**src/rtl/uart_pkg.sv**
```systemverilog
// uart_pkg: character constants and parser state shared by the UART line parser.
package uart_pkg;

    localparam logic [7:0] CH_CR     = 8'h0D;
    localparam logic [7:0] CH_LF     = 8'h0A;
    localparam logic [7:0] CH_SP     = 8'h20;
    localparam logic [7:0] CH_PROMPT = 8'h3E;

    typedef enum logic [1:0] {
        PAIR_HI,
        PAIR_LO,
        SKIP
    } parse_state_t;

endpackage

```
**src/rtl/ascii_hex_decode.sv**
```systemverilog
// ascii_hex_decode: combinational ASCII hex digit classifier and nibble decoder.
module ascii_hex_decode (
    input  logic [7:0] ch,
    output logic       is_hex,
    output logic [3:0] nibble
);

    logic dig, up, low;

    assign dig    = ch >= 8'h30 && ch <= 8'h39;
    assign up     = ch >= 8'h41 && ch <= 8'h46;
    assign low    = ch >= 8'h61 && ch <= 8'h66;
    assign is_hex = dig | up | low;
    assign nibble = dig ? ch[3:0] : (up | low) ? ch[3:0] + 4'd9 : 4'd0;

endmodule

```
**src/rtl/uart_hex_line_parser.sv**
```systemverilog
// uart_hex_line_parser: turns ASCII hex response lines from the UART receive FIFO
// into a byte stream with per-line completion and prompt strobes.
module uart_hex_line_parser
    import uart_pkg::*;
#(
    parameter int DBIT      = 8,
    parameter int MAX_BYTES = 16,
    parameter int CNT_BITS  = 5
) (
    input  logic                clk,
    input  logic                reset_n,
    input  logic                en,
    input  logic                rx_empty,
    input  logic [DBIT-1:0]     r_data,
    output logic                rd_uart,
    output logic [7:0]          byte_data,
    output logic                byte_valid,
    output logic                line_done,
    output logic                line_err,
    output logic [CNT_BITS-1:0] byte_count,
    output logic                prompt_tick
);

    parse_state_t        state, state_n;
    logic [CNT_BITS-1:0] count, count_n;
    logic                err, err_n;
    logic [3:0]          hi, hi_n;
    logic [7:0]          ch;
    logic                is_hex;
    logic [3:0]          nib;
    logic                emit, done, done_err, tick, end_line;

    assign rd_uart = en & ~rx_empty & reset_n;
    assign ch      = 8'(r_data);

    ascii_hex_decode u_dec (
        .ch     (ch),
        .is_hex (is_hex),
        .nibble (nib)
    );

    always_ff @(posedge clk) begin
        if (!reset_n) begin
            state       <= PAIR_HI;
            count       <= '0;
            err         <= 1'b0;
            hi          <= '0;
            byte_data   <= '0;
            byte_valid  <= 1'b0;
            line_done   <= 1'b0;
            line_err    <= 1'b0;
            byte_count  <= '0;
            prompt_tick <= 1'b0;
        end else begin
            state       <= state_n;
            count       <= count_n;
            err         <= err_n;
            hi          <= hi_n;
            byte_valid  <= emit;
            line_done   <= done;
            prompt_tick <= tick;
            if (emit)
                byte_data <= {hi, nib};
            if (done) begin
                line_err   <= done_err;
                byte_count <= count;
            end
        end
    end

    always_comb begin
        state_n  = state;
        count_n  = count;
        err_n    = err;
        hi_n     = hi;
        emit     = 1'b0;
        done     = 1'b0;
        done_err = 1'b1;
        tick     = 1'b0;
        end_line = 1'b0;
        if (rd_uart) begin
            if (ch == CH_PROMPT) begin
                tick    = 1'b1;
                done    = count != '0 || err || state != PAIR_HI;
                count_n = '0;
                err_n   = 1'b0;
                state_n = PAIR_HI;
            end else begin
                case (state)
                    PAIR_HI: begin
                        if (is_hex) begin
                            hi_n    = nib;
                            state_n = PAIR_LO;
                        end else if (ch == CH_CR) begin
                            end_line = 1'b1;
                        end else if (ch != CH_SP && ch != CH_LF) begin
                            err_n   = 1'b1;
                            state_n = SKIP;
                        end
                    end
                    PAIR_LO: begin
                        // a full line drops the completing byte rather than wrapping the count
                        if (is_hex && count != CNT_BITS'(MAX_BYTES)) begin
                            emit    = 1'b1;
                            count_n = count + 1'b1;
                            state_n = PAIR_HI;
                        end else if (!is_hex && ch == CH_CR) begin
                            err_n    = 1'b1;
                            end_line = 1'b1;
                        end else begin
                            err_n   = 1'b1;
                            state_n = SKIP;
                        end
                    end
                    default: end_line = ch == CH_CR;
                endcase
                if (end_line) begin
                    done     = count_n != '0 || err_n;
                    done_err = err_n;
                    count_n  = '0;
                    err_n    = 1'b0;
                    state_n  = PAIR_HI;
                end
            end
        end
    end

endmodule

```
**config.mk**
```make
export PLATFORM = sky130hd
export DESIGN_NAME = uart_hex_line_parser
export DESIGN_NICKNAME = d
export VERILOG_FILES = /design/src/rtl/uart_pkg.sv /design/src/rtl/ascii_hex_decode.sv /design/src/rtl/uart_hex_line_parser.sv
export SDC_FILE = /design/constraint.sdc
export NUM_CORES = 1
export LEC_CHECK = 0
export BUFFER_PORTS_ARGS = -buffer_cell sky130_fd_sc_hd__buf_2
export CORE_UTILIZATION = 45
export DETAILED_ROUTE_END_ITERATION = 7
export PLACE_DENSITY = 0.69
export SETUP_SLACK_MARGIN = 0.02
export SYNTH_ARGS = -nofsm -noshare
export SYNTH_HDL_FRONTEND = slang
export SYNTH_SLANG_ARGS = --single-unit
```
**constraint.sdc**
```tcl
create_clock -name clk -period 3.3 [get_ports clk]
set_input_delay 0.165 -clock clk [delete_from_list [all_inputs] [get_ports clk]]
set_output_delay 0.165 -clock clk [all_outputs]
set_load 0.005 [all_outputs]
```
# Word level (Yosys, flattened, before mapping)

Cells that the tools add are included.

Register bits after elaboration: 29
Latch bits: 0
RAM bits: 0
ROM bits: 0
Input port bits: 12
Output and inout bits: 18
Memories: 0

Add/sub/neg operators: 2
$mul: 0
Divide/modulo/power cells: 0
Magnitude comparators: 6
Equal/unequal tests: 9
Shift operators: 0
Multiplexer cells: 43
Bitwise logic cells: 7
Reductions and logical operators: 18

Operator list:

| operator            | count |
|---|---|
| $mux 5              | 6 |
| $mux 1              | 25 |
| $ne 5x5->1 const B  | 4 |
| $ge 8x7->1 const B  | 2 |
| $le 8x7->1 const B  | 2 |
| $mux 2              | 7 |
| $reduce_bool 5->1   | 2 |
| $eq 8x4->1 const B  | 1 |
| $eq 8x6->1 const B  | 1 |
| $ge 8x6->1 const B  | 1 |
| $le 8x6->1 const B  | 1 |
| $mux 4              | 2 |
| $ne 8x4->1 const B  | 1 |
| $ne 8x6->1 const B  | 1 |
| $logic_and 1x1->1   | 6 |
| $add 5x1->5 const B | 1 |
| $reduce_and 5->1    | 1 |
| $add 4x4->4 const B | 1 |
| $pmux 1 s2          | 2 |
| $pmux 2 s2          | 1 |
| $reduce_and 4->1    | 1 |
| $reduce_bool 4->1   | 1 |
| $logic_or 1x1->1    | 3 |
| $or 1x1->1          | 3 |
| 7 further kinds     | 9 |

# Longest topological paths before layout

Depth after elaboration: 14
Depth in mapped cells: 9

# By module

From an unflattened synthesis, not the netlist that was laid out.

Cell total of the unflattened synthesis: 207
Area, all modules: 1699.1 µm²

By module, submodules not included:

| module               | times used | cells an instance | area an instance (µm²) | sequential area each (µm²) |
|---|---|---|---|---|
| uart_hex_line_parser | 1          | 182               | 1495.2                 | 580.6 |
| ascii_hex_decode     | 1          | 25                | 203.9                  | 0.0 |

# Least setup slack after synthesis

No wires, ideal clock.

Path kind: input -> register
Start: input r_data[3]
End: register byte_count[0]
Arrival time: 2.335 ns
Required time: 3.228 ns
Slack: 0.894 ns
Cell stages on the path: 7
Buffers on the path: 1
Path through: buf_6 > or4b_4 > a211oi_2 > o211ai_1 > mux2i_1 > o41ai_4 > mux2i_1

Word-level cells in the longest chain between the ends: 14
Elaborated cells on any way between the ends: 42
Classes of those cells: 6 x order compare; 4 x eq/ne; 21 x mux; 2 x bitwise; 9 x reduce/logical

RTL lines:

| what                                                 | line                                                     | source |
|---|---|---|
| start, declared                                      | uart_hex_line_parser.sv:14                               | `input logic [DBIT-1:0] r_data,` |
| $ge 8x6->1 (tied with other cells)                   | ascii_hex_decode.sv:10                                   | `assign dig = ch >= 8'h30 && ch <= 8'h39;` |
| $logic_and 1x1->1, on equally long branches          | ascii_hex_decode.sv:10, ascii_hex_decode.sv:11           |  |
| $or 1x1->1 (2 in a row)                              | ascii_hex_decode.sv:13                                   | `assign is_hex = dig \| up \| low;` |
| $logic_not 1->1 or $logic_and 1x1->1 (tied branches) | uart_hex_line_parser.sv:107, uart_hex_line_parser.sv:103 |  |
| $logic_and 1x1->1 or $mux 5 (tied branches)          | uart_hex_line_parser.sv:107, uart_hex_line_parser.sv:103 |  |
| $mux 1 or $mux 5 (tied branches)                     | uart_hex_line_parser.sv:107, uart_hex_line_parser.sv:89  |  |
| $mux 1 or $mux 5 (tied branches)                     | uart_hex_line_parser.sv:103, uart_hex_line_parser.sv:82  |  |
| $pmux 1 s2 or $mux 5 (tied branches)                 | uart_hex_line_parser.sv:89, uart_hex_line_parser.sv:81   |  |
| $mux 1 or $reduce_bool 5->1 (tied branches)          | uart_hex_line_parser.sv:82, uart_hex_line_parser.sv:118  |  |
| $mux 1 or $logic_or 1x1->1 (tied branches)           | uart_hex_line_parser.sv:81, uart_hex_line_parser.sv:118  |  |
| $mux 1                                               | uart_hex_line_parser.sv:117                              | `if (end_line) begin` |
| $mux 1 (*)                                           | uart_hex_line_parser.sv:82                               | `if (ch == CH_PROMPT) begin` |
| $mux 1 (*)                                           | uart_hex_line_parser.sv:81                               | `if (rd_uart) begin` |
| end signal, assigned                                 | uart_hex_line_parser.sv:66                               | `byte_count <= count;` |
| end, declared                                        | uart_hex_line_parser.sv:20                               | `output logic [CNT_BITS-1:0] byte_count,` |

Mark *: on every way between the ends. The rest lies on a longest branch, timed or not. The select of a mux whose other input is x is not followed.
A chain may end at the register's enable or synchronous reset.

# Worst setup path in the final report

Start: register count[0]
End: register byte_count[4]

Word-level cells in the longest chain between the ends: 11
Elaborated cells on any way between the ends: 23
Classes of those cells: 1 x add/sub; 1 x eq/ne; 15 x mux; 6 x reduce/logical

RTL lines:

| what                                                                | line                       | source |
|---|---|---|
| start, declared                                                     | uart_hex_line_parser.sv:25 | `logic [CNT_BITS-1:0] count, count_n;` |
| start signal, assigned                                              | uart_hex_line_parser.sv:56 | `count <= count_n;` |
| parallel branches: the longest is 9 deep, another holds $add 5x1->5 | -                          |  |
| $mux 1 (*)                                                          | uart_hex_line_parser.sv:82 |  |
| $mux 1 (*)                                                          | uart_hex_line_parser.sv:81 |  |

Every way passes the cells marked *. The select of a mux whose other input is x is not followed.

==> impl_metrics.yaml <==
finish:
  final_cell_mix: "dfxtp_1, buf_2, nand2_1, nor2_1, mux2i_1"
  stdcell_count: 259
  area_delta_synth_final_pct: 14.9
  final_area_um2: 1930
  antenna_cells: 0
  nNetsFinal: 230
  multiInputGateArea_um2: 1010
  drive_above_1_share_pct: 23.0
  fillers: 341
  final-seq-area_um2: 581
sta:
  fmax_ghz: 0.387
  min_period_over_period_pct: 78.4
  fin_setup_tns_ps: 0
  fin_skew_ps: 14.1
  setup_violations: 0
  rsz0062_at_grt: "false"
  hold-worst-slack_ps: 289
  finalHoldViolCount: 0
  slew_viol_final: 0
  slew_headroom_pct: 47.1
  worst_pin_slew_ps: 787
  layout_min_cycle_time_ps: 2590
detailed_routing:
  drt-initial-drc-count: 122
  drc: 0
  wire_per_inst_um: 14.1
  drt-total-wl_um: 3650
  routed_via_density: 5.55
  final_antenna_net_count: 0
  first_pass_iters: 4
  route.vias.total: 1437
synthesis:
  synth_top_family_by_area: "compound AO/OA/AOI/OAI gates"
  syn_inst: 187
  synth-xor-area-share_pct: 2.08
  muxShareOfSynthArea_pct: 7.14
  avgSynthCellArea_um2: 8.99
  ys_ff_latch: 29
  syn_nets: 205
  seq_area_frac_synth_pct: 34.5
  synthDistinctLibCells: 56
  synth_simple_gate_area_share_pct: 22.6
  synth_compound_area_share_pct: 24.0
  synth_warnings: 0
  synth_adder_area_share_pct: 4.46
  synth_area_um2: 1680
clocking:
  cts_sinks: 29
  clockBufferDepth: 2
  h-tree-depth: 2
  ctsResizeCount: 0
  cts_tree: "yes"
  ctsHoldBuffers: 0
  clock_latency_ps: 280
  numCtsBuffers: 5
  cts_setup_buffers: 0
  clk_pin_slew_ps: 70
  cts_root_buffer: "clkbuf_8"
pwr:
  ir_drop_v: 0.000238
  p_leak_nw: 0.900
  cellPowerDensity_nw_per_um2: 382
  power_mw: 0.738
floorplanning:
  die_area_um2: 3990
  fp.dieH_um: 63.1
  ioPinCount: 30
  core_area_um2: 3470
  die_w_um: 63.1
  start_util_pct: 48.5
  std_cell_rows: 21
run:
  cap_violations: 0
worst_setup_path:
  crit_path_max_incr_delay_ps: 600
  worstSetupStartpoint: "count[0]$_SDFFE_PN0P_"
  start_kind: "flop"
  path_max_fanout: 7
  arrival_ps: 2790
  r2r-start: "count[0]$_SDFFE_PN0P_"
  cp.required_ps: 3510
  cp_cell_sequence: "inv_1, ha_1, nand4bb_1, o211ai_1, mux2i_1, o41ai_4, mux2i_1"
  cpMostUsedCell: "mux2i_1"
  worstSetupPathType: "flop to flop"
  cp-end-kind: "flop"
  cp_slowest_cell: "o41ai_4"
run_status:
  status: "complete, no violations"
grt:
  gr-total-overflow: 0
  grt_antenna_before_repair: 0
  grt_max_degree: 28
  grt_pass1_wl_um: 6390
  grt_pass1_vias: 1404
  grt_util_all_layers_pct: 20.3
placement:
  place_congestion: 0.972
  dp_hpwl_um: 2720
  port_buffers: 29
  dp.cells: 251
  place_area_um2: 1830
hold_path:
  hold_start: "r_data[3]"
  hold_path.class: "primary input to flop"
==> path summary, 6_finish.rpt <==
check,to,cells past startpoint,slack [ps]
max,byte_count[4]$_SDFFE_PN0P_,7,710
min,prompt_tick$_SDFF_PN0_,3,290
max reg2reg,byte_count[4]$_SDFFE_PN0P_,7,710
min reg2reg,byte_count[3]$_SDFFE_PN0P_,2,460
==> registers in the layout, summed over array words and instances, names as in the netlist <==
register and flops:
line_err 1, byte_valid 1, byte_count 5, line_done 1, state 2, count 5
prompt_tick 1, byte_data 8, err 1, hi 4
==> power by group <==
group          switching [mW]  internal (mW)
sequential            0.00315          0.352
clock                   0.135          0.188
combinational          0.0350         0.0241
total                   0.173          0.564
==> cell usage after synthesis (all sizes together) <==
library cell	instances	area share [%]
mux2i	12	7.1
a31oi	1	0.37
or2	1	0.37
a21boi	3	1.3
nand2b	1	0.37
nand3	2	0.60
o21bai	1	0.45
nand4bb	1	0.67
a21oi	8	3.1
a211o	2	1.6
or2b	1	0.45
o31ai	1	0.45
nor4b	1	0.52
nor3b	1	0.45
o21ai	5	1.5
o221ai	1	0.52
clkbuf	8	1.8
and3	1	0.37
or3	2	0.74
a21o	4	1.9
nor2b	8	3.0
ha	6	4.5
nor2	13	3.1
o22a	1	0.52
nand3b	3	1.3
a211oi	2	1.2
nand2	19	4.2
or4bb	1	0.67
o311a	1	0.60
o211a	8	4.8
dfxtp	29	35
o41ai	2	2.2
o211ai	2	0.89
or4b	2	1.4
o31a	1	0.52
inv	9	2.0
o221a	2	1.3
nor4	3	1.5
a22oi	2	0.89
xor2	2	1.0
and2	1	0.37
buf	3	1.4
nand4	2	0.74
xnor2	2	1.0
nor3	6	1.8
==> logic make-up (layout without fill, tap and decap cells) <==
group,count (synthesis),count (layout)
and+or+nand+nor,69,69
AOI/OAI and AO/OA,47,47
DFF,29,29
buffers and inverters,20,46
muxes,12,12
adders and majority gates,6,6
xor gates and xnor gates,4,4
==> per-layer routing <==
layer | global-route usage, % | wire length, um
met5 | 0 | 0
met4 | 5.23 | 37
met3 | 5.62 | 155
met2 | 34.1 | 1750
met1 | 25.3 | 1710
==> cell type report <==
class	count	share of cell area [%]
Timing Repair Buffer	29	7.51
Inverter	9	1.75
Tap cell	46	2.98
Sequential cell	29	30.1
Clock buffer	7	4.99
Clock inverter	1	0.259
Multi-Input combinational cell	138	52.5
==> worst max-delay path, delay by kind of cell, from the launching register on <==
family | cells | cell delay [ps]
compound gates | 2 | 1010
mux | 2 | 530
flops | 1 | 350
simple gates | 1 | 260
fa+ha+maj | 1 | 200
buf+inv | 1 | 160
==> per-stage QoR <==
step	utilization (%)	setup WS (ps)
after floorplan	-	894
after detailed placement	52.8	529
final	55.7	714
after global routing	55.7	507
after CTS	55.7	746
after global placement	52.8	653
No activity file was read; power rests on OpenSTA's default activity.
